File: src/rtl/display_pkg.sv
// Segment patterns shared by the display multiplexer and its decoder.
// Patterns are {a,b,c,d,e,f,g}, active low.
package display_pkg;

   localparam logic [6:0] SEG_0     = 7'b0000001;
   localparam logic [6:0] SEG_1     = 7'b1001111;
   localparam logic [6:0] SEG_2     = 7'b0010010;
   localparam logic [6:0] SEG_3     = 7'b0000110;
   localparam logic [6:0] SEG_4     = 7'b1001100;
   localparam logic [6:0] SEG_5     = 7'b0100100;
   localparam logic [6:0] SEG_6     = 7'b0100000;
   localparam logic [6:0] SEG_7     = 7'b0001111;
   localparam logic [6:0] SEG_8     = 7'b0000000;
   localparam logic [6:0] SEG_9     = 7'b0000100;
   localparam logic [6:0] SEG_A     = 7'b0001000;
   localparam logic [6:0] SEG_B     = 7'b1100000;
   localparam logic [6:0] SEG_C     = 7'b0110001;
   localparam logic [6:0] SEG_D     = 7'b1000010;
   localparam logic [6:0] SEG_E     = 7'b0110000;
   localparam logic [6:0] SEG_F     = 7'b0111000;
   localparam logic [6:0] SEG_BLANK = 7'b1111111;

   localparam logic [3:0] CODE_ZERO = 4'd0;

endpackage

File: src/rtl/seg_decoder.sv
// Combinational 4-bit code to active-low seven-segment pattern.
// Codes 10..15 show A..F only when hex mode is selected, otherwise blank.
module seg_decoder
   import display_pkg::*;
(
   input  logic [3:0] i_code,
   input  logic       i_hex_mode,
   output logic [6:0] o_seg
);

   always_comb begin
      o_seg = SEG_BLANK;
      case (i_code)
         4'd0:  o_seg = SEG_0;
         4'd1:  o_seg = SEG_1;
         4'd2:  o_seg = SEG_2;
         4'd3:  o_seg = SEG_3;
         4'd4:  o_seg = SEG_4;
         4'd5:  o_seg = SEG_5;
         4'd6:  o_seg = SEG_6;
         4'd7:  o_seg = SEG_7;
         4'd8:  o_seg = SEG_8;
         4'd9:  o_seg = SEG_9;
         4'd10: o_seg = i_hex_mode ? SEG_A : SEG_BLANK;
         4'd11: o_seg = i_hex_mode ? SEG_B : SEG_BLANK;
         4'd12: o_seg = i_hex_mode ? SEG_C : SEG_BLANK;
         4'd13: o_seg = i_hex_mode ? SEG_D : SEG_BLANK;
         4'd14: o_seg = i_hex_mode ? SEG_E : SEG_BLANK;
         4'd15: o_seg = i_hex_mode ? SEG_F : SEG_BLANK;
         default: o_seg = SEG_BLANK;
      endcase
   end

endmodule

File: src/rtl/display_mux.sv
// Time-multiplexed seven-segment driver: shadow-registered digits, scanned
// one slot per PRESCALE cycles, with optional leading-zero suppression.
module display_mux
   import display_pkg::*;
#(
   parameter int DIGITS   = 4,
   parameter int PRESCALE = 50000,
   parameter int HEX_MODE = 0
)(
   input  logic                  i_clock,
   input  logic                  i_reset,
   input  logic                  i_enable,
   input  logic                  i_load,
   input  logic [4*DIGITS-1:0]   i_value,
   input  logic [DIGITS-1:0]     i_dp_in,
   input  logic                  i_blank_lz,
   output logic [6:0]            o_seg,
   output logic                  o_dp_n,
   output logic [DIGITS-1:0]     o_an_n
);

   localparam int PW = $clog2(PRESCALE);
   localparam int IW = (DIGITS > 1) ? $clog2(DIGITS) : 1;

   logic [4*DIGITS-1:0] r_value;
   logic [DIGITS-1:0]   r_dp;
   logic [PW-1:0]       r_presc;
   logic [IW-1:0]       r_index;
   logic [6:0]          r_seg;
   logic                r_dp_n;
   logic [DIGITS-1:0]   r_an_n;

   logic                w_wrap;
   logic                w_zero_run;
   logic [DIGITS-1:0]   w_lz;
   logic [3:0]          w_code;
   logic                w_dp;
   logic                w_sel_lz;
   logic [DIGITS-1:0]   w_an;
   logic [6:0]          w_dec;

   assign w_wrap = (r_presc == PW'(PRESCALE - 1));

   always_ff @(posedge i_clock or posedge i_reset) begin
      if (i_reset) begin
         r_value <= '0;
         r_dp    <= '0;
         r_presc <= '0;
         r_index <= '0;
      end else begin
         if (i_load) begin
            r_value <= i_value;
            r_dp    <= i_dp_in;
         end
         if (i_enable) begin
            if (w_wrap) begin
               r_presc <= '0;
               r_index <= (r_index == IW'(DIGITS - 1)) ? '0 : r_index + IW'(1);
            end else begin
               r_presc <= r_presc + PW'(1);
            end
         end
      end
   end

   // w_lz[i] is set when digit i and every digit above it hold code zero.
   always_comb begin
      w_lz       = '0;
      w_zero_run = 1'b1;
      for (int i = DIGITS - 1; i >= 0; i--) begin
         w_zero_run = w_zero_run && (r_value[4*i +: 4] == CODE_ZERO);
         w_lz[i]    = w_zero_run;
      end
   end

   always_comb begin
      w_code   = r_value[3:0];
      w_dp     = r_dp[0];
      w_sel_lz = 1'b0;
      w_an     = '1;
      for (int i = 0; i < DIGITS; i++) begin
         if (r_index == IW'(i)) begin
            w_code   = r_value[4*i +: 4];
            w_dp     = r_dp[i];
            w_sel_lz = (i > 0) && w_lz[i];
            w_an[i]  = 1'b0;
         end
      end
   end

   seg_decoder u_seg_decoder (
      .i_code     (w_code),
      .i_hex_mode (HEX_MODE != 0),
      .o_seg      (w_dec)
   );

   // Anode stays low for a suppressed digit; only the segments go blank.
   always_ff @(posedge i_clock or posedge i_reset) begin
      if (i_reset) begin
         r_seg  <= SEG_BLANK;
         r_dp_n <= 1'b1;
         r_an_n <= '1;
      end else if (!i_enable) begin
         r_seg  <= SEG_BLANK;
         r_dp_n <= 1'b1;
         r_an_n <= '1;
      end else begin
         r_seg  <= (i_blank_lz && w_sel_lz) ? SEG_BLANK : w_dec;
         r_dp_n <= ~w_dp;
         r_an_n <= w_an;
      end
   end

   assign o_seg  = r_seg;
   assign o_dp_n = r_dp_n;
   assign o_an_n = r_an_n;

endmodule
File: config.mk
export PLATFORM = sky130hd
export DESIGN_NAME = display_mux
export DESIGN_NICKNAME = d
export VERILOG_FILES = /design/src/rtl/display_pkg.sv /design/src/rtl/seg_decoder.sv /design/src/rtl/display_mux.sv
export SDC_FILE = /design/constraint.sdc
export NUM_CORES = 1
export LEC_CHECK = 0
export CORE_AREA = 5 5 78 80
export DETAILED_ROUTE_END_ITERATION = 6
export DIE_AREA = 0 0 83 85
export PLACE_DENSITY = 0.81
export SYNTH_ARGS = -nofsm -noshare
export SYNTH_HDL_FRONTEND = slang
export SYNTH_HIERARCHICAL = 1
export SYNTH_SLANG_ARGS = --single-unit
File: constraint.sdc
create_clock -name i_clock -period 2.3 [get_ports i_clock]
set_input_delay 0.345 -clock i_clock [delete_from_list [all_inputs] [get_ports i_clock]]
set_output_delay 0.345 -clock i_clock [all_outputs]
set_load 0.05 [all_outputs]
==> results.md, run 1 <==
- Status: completed
- Synth-to-Final Area Change: 24.1%
- Fin util: between 50 and 60%
- Synth Net Count: 268
- Max_slew headroom: 59.8%
- GRT busiest layer: met2
- PnR worst setup slack: around 0.16 ns
- CTS Buf Count: 5
- Tmin final: around 2.1 ns
- # DRC: 0
- Top-area cell type share of the netlist area: 37.6%
- First-pass GRT wire length: between 8000 and 9000 um
- Skew final: around 0.0052 ns
- Area occupied by multi-input gates: 0.00118 sq mm
- Worst EP required: 2.53 ns
- GRT Total Usage: approximately 14%
- Storage element area: 0.00127 sq mm
- Fin. Hold Viols: 0
- Peak Freq: roughly 0.47 GHz
- Vias in the first global route: between 1500 and 2000
- Clk pwr share: 23.7%
- Post-synth EDFFs: 0
- Htree depth: 2
- Worst-Skew Late Latency: 0.30 ns
- Most instantiated cells after synthesis: dfrtp_1 (38), mux2_2 (21), nand2_1 (18)
- Worst vdd ir: ~440 uV
- Fillcell total: 461
- Finished layout cell area: 0.00314 sq mm
- Power density over the cells: about 670 mW/mm^2
- Crit path max fanout: 6
- Met3 GRT Util: 3.88%
- Async SR Flop Fraction: 100%
- Drt via density: between 5 and 6
- DP Area: 0.00301 sq mm
- # diodes: 0
- NetSw: 0.636 mW
- Largest net degree at the start of global routing: 51
- I/O Buffers: 36
- Sw Ratio: between 30% and 40%
- Leading post-synthesis cells by cell area: dfrtp_1 (38%), dfstp_2 (12%), mux2_2 (9.3%)
- Setup TNS Final: 0 ns
- Element type at the critical path start: register
- Critical Path AT: roughly 2.4 ns
- MaxCap Viol Count: 0
- Yosys warns: 6
- Proportion of layout cells with a drive suffix above 1: 25.7%
- Routed wire length: 4570 um
- GRT overflow: 0
- DP Worst Slack: -0.0105 ns
- Leakage: about 1.3 nW
- Area leader, netlist: dfrtp_1
- Die ar.: about 0.0071 sq mm
- Starting Density: approximately 47%
- Post-DRT Antenna Nets: 0
- Clock Pin Slew Worst Setup and Hold Paths: 0.09 ns
- Core Rows: 27
- CORE AREA: approximately 0.0053 sq mm
- Clock root cell: clkbuf_8
- Hpwl dp: between 3000 and 4000 um
- Sequential group share of total power: approximately 53%
- Hold Slack: around 0.5 ns
- Die Height: between 80 and 90 um
- Post-Syn Instances: around 240
- Met2 global-route usage: between 20% and 30%
- Netlist cell types: 45
- CTS tree: built
- Die Span X: approximately 83 um
- Combinational share of power: roughly a quarter
- Synthesized area: roughly 0.0025 sq mm
- Nets@finish: ~310
- Gp weighted congestion: 0.845
- Initial antenna violation count: 0
- Ports: 37
- Max-slew violations: 0
- Drt pass-1 iters: 4
- Avg WL per Cell: ~13 um
- Yosys reg bits: 50
- DR iter-0 viols: roughly 150
- Final Cycle Share: between 90 and 100%
- Met1 global-route usage: about 18%
- Slew @ Worst Pin: 0.603 ns
- Most frequent cell after synthesis: dfrtp_1
- Commonest register cell after synthesis: dfrtp_1
- DR vias: approximately 1800
- CP Capture Type: register
- Clock sink total: 50
- Syn_area_per_cell: between 10 and 15 sq um
- Register area share after synthesis: 50.0%
- Worst Setup Path Type: reg -> reg
- Internal cell power: approximately 1.5 mW
- Clk buf depth: 2
- Setup Viol. Count Final: 0
- Hold WC Path Type: reg -> reg
- RSZ-0062 raised after global routing: false
-- metrics by stage --
stage	power (mW)	std cells
2_1_floorplan	1.45	238
3_3_place_gp	1.59	345
3_5_place_dp	1.61	345
4_1_cts	2.12	353
5_1_grt	2.24	356
6_report	2.10	356
-- routing by layer --
| metal | part of all wire, % | up-vias | routed length (um) |
|---|---|---|---|
| li1 | - | 908 | - |
| met1 | 44 | 888 | 2020 |
| met2 | 49 | 44 | 2230 |
| met3 | 6.0 | 6 | 273 |
| met4 | 0.99 | 0 | 45 |
| met5 | 0 | - | 0 |
-- sequential cells by signal (all words and copies together) (netlist names) --
name	cells
r_presc	16
o_dp_n	1
o_an_n	4
r_index	2
r_dp	4
o_seg	7
r_value	16
-- critical path: stages (launching register included) --
cell and delay [ns]:
dfrtp_1 0.40, inv_2 0.10, ha_4 0.18, mux2i_1 0.20, nor2_1 0.07, a21oi_1 0.12, o21ai_0 0.11, or2_1 0.33
a21oi_1 0.18, a211oi_1 0.07, or2_2 0.30
-- power by group through the flow --
| stage | sequential, mW | combinational (mW) | clock (mW) |
|---|---|---|---|
| after global placement | 1.12 | 0.471 | 0 |
| after global routing | 1.13 | 0.553 | 0.560 |
| after floorplan | 1.16 | 0.284 | 0 |
| final | 1.10 | 0.497 | 0.499 |
| after detailed placement | 1.12 | 0.489 | 0 |
| after CTS | 1.10 | 0.494 | 0.517 |
-- logic make-up (layout without fill, tap and decap cells) --
| kind of cell | Yosys count | count (layout) | share of synthesized area [%] |
|---|---|---|---|
| xor gates and xnor gates | 13 | 13 | 4.50 |
| buffers and inverters | 23 | 69 | 4.15 |
| and+or+nand+nor | 80 | 80 | 17.5 |
| AOI/OAI and AO/OA | 38 | 38 | 9.05 |
| other | 1 | 1 | 0.148 |
| muxes | 28 | 28 | 12.1 |
| adders and majority gates | 5 | 5 | 2.47 |
| DFF | 50 | 50 | 50.0 |
-- layout by cell type (no fill, tap or decap), types with 3 or more instances in the layout --
master           Yosys  routed
or2_2                7       7
nand3_1              6       6
o21ai_0             10       9
nor2_1              17      17
buf_4                1      16
dfstp_2             12      12
nand2b_1             5       5
clkdlybuf4s50_1      0      36
nand2_1             18      18
nand4_1              5       5
o21ai_1              2       3
xor2_1               6       6
inv_1                9       7
dfrtp_1             38      38
a211oi_1             3       3
xnor2_1              7       7
mux2_2              21      21
clkbuf_8             0       5
ha_1                 5       3
mux2i_1              7       7
a21oi_1             14      14
nor4_1               5       5
-- cell type report --
cell class,instances,share of cell area (%)
Sequential cell,50,40.3
Multi-Input combinational cell,165,37.7
Timing Repair Buffer,52,15.3
Tap cell,72,2.87
Clock buffer,6,2.31
Inverter,9,1.08
Clock inverter,2,0.438
-- path summary, 6_finish.rpt --
check	end	cells past startpoint	startpoint	slack, ns
max	o_seg[1]	10	r_index[1]	0.16
min	r_presc[2]	1	r_presc[2]	0.50
max reg2reg	o_seg[1]	10	r_index[1]	0.16
min reg2reg	r_presc[2]	1	r_presc[2]	0.50
max in group asynchronous	r_value[13]	3	i_reset	1.37
min in group asynchronous	r_presc[9]	3	i_reset	0.51
-- timing repair --
| item | CTS | global route |
|---|---|---|
| hold endpoints to repair | 0 | 0 |
| hold buffers | 0 | 0 |
| resized for setup | 1 | 5 |
| pin swaps | 0 | 0 |
| gates cloned | 0 | 0 |
| setup buffers | 0 | 3 |
| setup endpoints to repair | 4 | 7 |
Power figures use the tool's default switching activity.
==> run 2, diff against run 1 <==
--- a/config.mk
+++ b/config.mk
@@ -5,9 +5,10 @@
 export SDC_FILE = /design/constraint.sdc
 export NUM_CORES = 1
 export LEC_CHECK = 0
-export CORE_AREA = 5 5 78 80
+export CORE_AREA = 2 2 75 77
 export DETAILED_ROUTE_END_ITERATION = 6
-export DIE_AREA = 0 0 83 85
+export DIE_AREA = 0 0 77 79
+export GPL_TIMING_DRIVEN = 0
 export PLACE_DENSITY = 0.81
 export SYNTH_ARGS = -nofsm -noshare
 export SYNTH_HDL_FRONTEND = slang
==> run 2 against run 1 <==
  * Power is 6.5% higher
  * First-iteration DRC count is 27% lower
  * Critical path depth up 2
  * Clock power increased by 27%
  * Sequential share of layout area down 0.86 points
  * Largest power group unchanged
==> results.md, run 2 (synthesis gave the netlist of run 1 again) <==
- Status: completed
- Synth-to-Final Area Change: 26.8%
- Worst vdd ir: 409 uV (-6.0%)
- Fillcell total: 458 (-0.65%)
- Gp weighted congestion: 0.848 (+0.38%)
- Drt via density: 5.17 (-0.23%)
- CP startpoint: r_index[0]
- CTS hold repair buffers: 0 (unchanged)
- Routed wire length: 4750 um (+4.1%)
- Critical Path AT: 2.42 ns (+0.05 ns)
- R2R Path End: o_seg[0]
- # DRC: 0 (unchanged)
- Internal cell power: 1.57 mW (+7.4%)
- Hold WC Path Type: in -> async
- Clock sink total: 50 (unchanged)
- Setup TNS Final: 0 ns (unchanged)
- WP buf/inv: 3 (+2)
- Tmin final: 2.19 ns (+0.0474 ns)
- Element type at the critical path start: register
- First-pass GRT wire length: 8220 um (-0.17%)
- Nets@finish: 314 (+0.32%)
- Starting Density: 47.4% (unchanged)
- DP Area: 0.00299 sq mm (-0.50%)
- Post-DRT Antenna Nets: 0 (unchanged)
- Clock root cell: clkbuf_8
- NetSw: 0.663 mW (+4.3%)
- Clock Pin Slew Worst Setup and Hold Paths: 0.10 ns (about the same)
- Peak Freq: 0.458 GHz (-2.2%)
- Most frequent cells in the layout: dfrtp_1 (38), clkdlybuf4s50_1 (35), mux2_2 (21), nand2_1 (18), nor2_1 (17)
- CORE AREA: 0.00534 sq mm (unchanged)
- Vias in the first global route: 1780 (-3.7%)
- Core Rows: 27 (unchanged)
- Worst path top cell family by delay: compound AO/OA/AOI/OAI gates
- Area occupied by multi-input gates: 0.00122 sq mm (+2.9%)
- I/O Buffers: 35 (-2.8%)
- Fin. Hold Viols: 0 (unchanged)
- Power density over the cells: 697 mW/mm^2 (+4.2%)
- Leakage: 1.33 nW (+1.4%)
- Crit path max fanout: 10 (+4)
- DR vias: 1847 (+0.054%)
- Crit path cell chain: ha_4 -> buf_8 -> mux2i_1 -> nor2_1 -> a21oi_1 -> o21ai_1 -> buf_4 -> buf_4 -> nor2_1 -> o21bai_1 -> o21ai_1 -> or2_2
- Hold Slack: 0.467 ns (-0.0339 ns)
- Ports: 37 (unchanged)
- CP max stage cell: dfrtp_1
- Final Cycle Share: 95.0% (+2.1 points)
- # diodes: 0 (unchanged)
- Finished layout cell area: 0.00321 sq mm (+2.2%)
- Hpwl dp: 3440 um (+1.2%)
- Finished Layout Cells: 357 (+0.28%)
- Largest net degree at the start of global routing: 44 (-14%)
- Combinational share of power: 22.1% (-1.6 points)
- DR iter-0 viols: 112 (-27%)
- PnR worst setup slack: 0.115 ns (-0.0474 ns)
- CP peak stage delay: 0.45 ns (+0.05 ns)
- Die Span X: 77 um (-7.2%)
- Skew final: 0.0107 ns (+0.00553 ns)
- CP Capture Type: register
- Met3 GRT Util: 4.43% (+0.55 points)
- Worst-case reg-to-reg path depth: 12 (+2)
- Max_slew headroom: 62.9% (+3.1 points)
- Slew @ Worst Pin: 0.557 ns (-0.0458 ns)
- # placed instances: 346 (+0.29%)
- Max-slew violations: 0 (unchanged)
- DP Worst Slack: -0.259 ns (-0.248 ns)
- Storage element area: 0.00127 sq mm (unchanged)
- Die ar.: 0.00608 sq mm (-14%)
- CTS tree: built
- R2r setup slk: 0.11 ns (-0.05 ns)
- Die Height: 79 um (-7.1%)
- Commonest non-fill, non-tap cell in the layout: dfrtp_1
- GRT Total Usage: 17.0% (+2.9 points)
- Proportion of layout cells with a drive suffix above 1: 28.8% (+3.1 points)
- Worst-Skew Late Latency: 0.31 ns (about the same)
- Sw Ratio: 29.7% (-0.63 points)
- Clk pwr share: 28.2% (+4.5 points)
- CTS Buf Count: 5 (unchanged)
- Met1 global-route usage: 21.4% (+3.7 points)
- Initial antenna violation count: 0 (unchanged)
- Sequential group share of total power: 49.7% (-2.9 points)
- Drt pass-1 iters: 4 (unchanged)
- Worst Setup Path Type: reg -> reg
- Clk buf depth: 2 (unchanged)
- Avg WL per Cell: 13.3 um (+3.8%)
- Htree depth: 2 (unchanged)
- Worst EP required: 2.53 ns (about the same)
- Setup Viol. Count Final: 0 (unchanged)
- MaxCap Viol Count: 0 (unchanged)
- Met2 global-route usage: 27.5% (+4.2 points)
- GRT busiest layer: met2
- GRT overflow: 0 (unchanged)
- R2r startpoint: r_index[0]
run 2: cell types whose count changed in the layout (fill, tap and decap cells not counted), moves of 2 or more:
cell,previous run,this run
a21oi_1,14,9
a21oi_2,1,6
buf_2,0,5
buf_4,16,6
buf_6,0,2
clkbuf_1,1,3
o21ai_0,9,5
o21ai_1,3,5
o21ai_2,1,3
run 2: worst max path at each step:
stage	end	slack, ns	depth (start not counted)
6_report	o_seg[0]	0.11	12
5_1_grt	o_seg[3]	-0.02	12
4_1_cts	o_seg[1]	0.02	12
3_5_place_dp	o_seg[3]	-0.26	10
3_3_place_gp	o_seg[3]	-0.25	10
2_1_floorplan	o_seg[6]	0.06	12
run 2: metrics by stage:
step / total power [mW] / utilization [%]
floorplan: 1.45 / -
global placement: 1.57 / 55.7
detailed placement: 1.60 / 56.1
CTS: 2.24 / 58.7
global route: 2.35 / 60.2
finish: 2.24 / 60.2
run 2: area by class of cell:
cell class                      count  share of cell area, %
Buffer                             12                   2.61
Clock buffer                        5                   2.14
Clock inverter                      3                   1.36
Inverter                            9                   1.05
Multi-Input combinational cell    165                   38.0
Sequential cell                    50                   39.4
Tap cell                           72                   2.81
Timing Repair Buffer               41                   12.6
run 2: metal layers:
layer / up-vias / share of wire, %
met4: 0 / 2.0
met1: 887 / 45
met3: 8 / 4.7
li1: 905 / -
met5: - / 0
met2: 47 / 48
run 2: repair_timing:
item                                    4_1_cts  5_1_grt
cloned                                        0        1
resized for setup                             9       19
pin swaps                                     0        2
hold endpoints to repair                      0        0
endpoints found under the setup margin        7        7
buffers inserted                              1        3
run 2: power groups by stage:
stage               Clock, mW  Sequential (mW)  Combinational (mW)
CTS                     0.651             1.11               0.480
global route            0.680             1.13               0.543
floorplan                   0             1.16               0.284
global placement            0             1.12               0.458
finish                  0.632             1.11               0.494
detailed placement          0             1.12               0.475
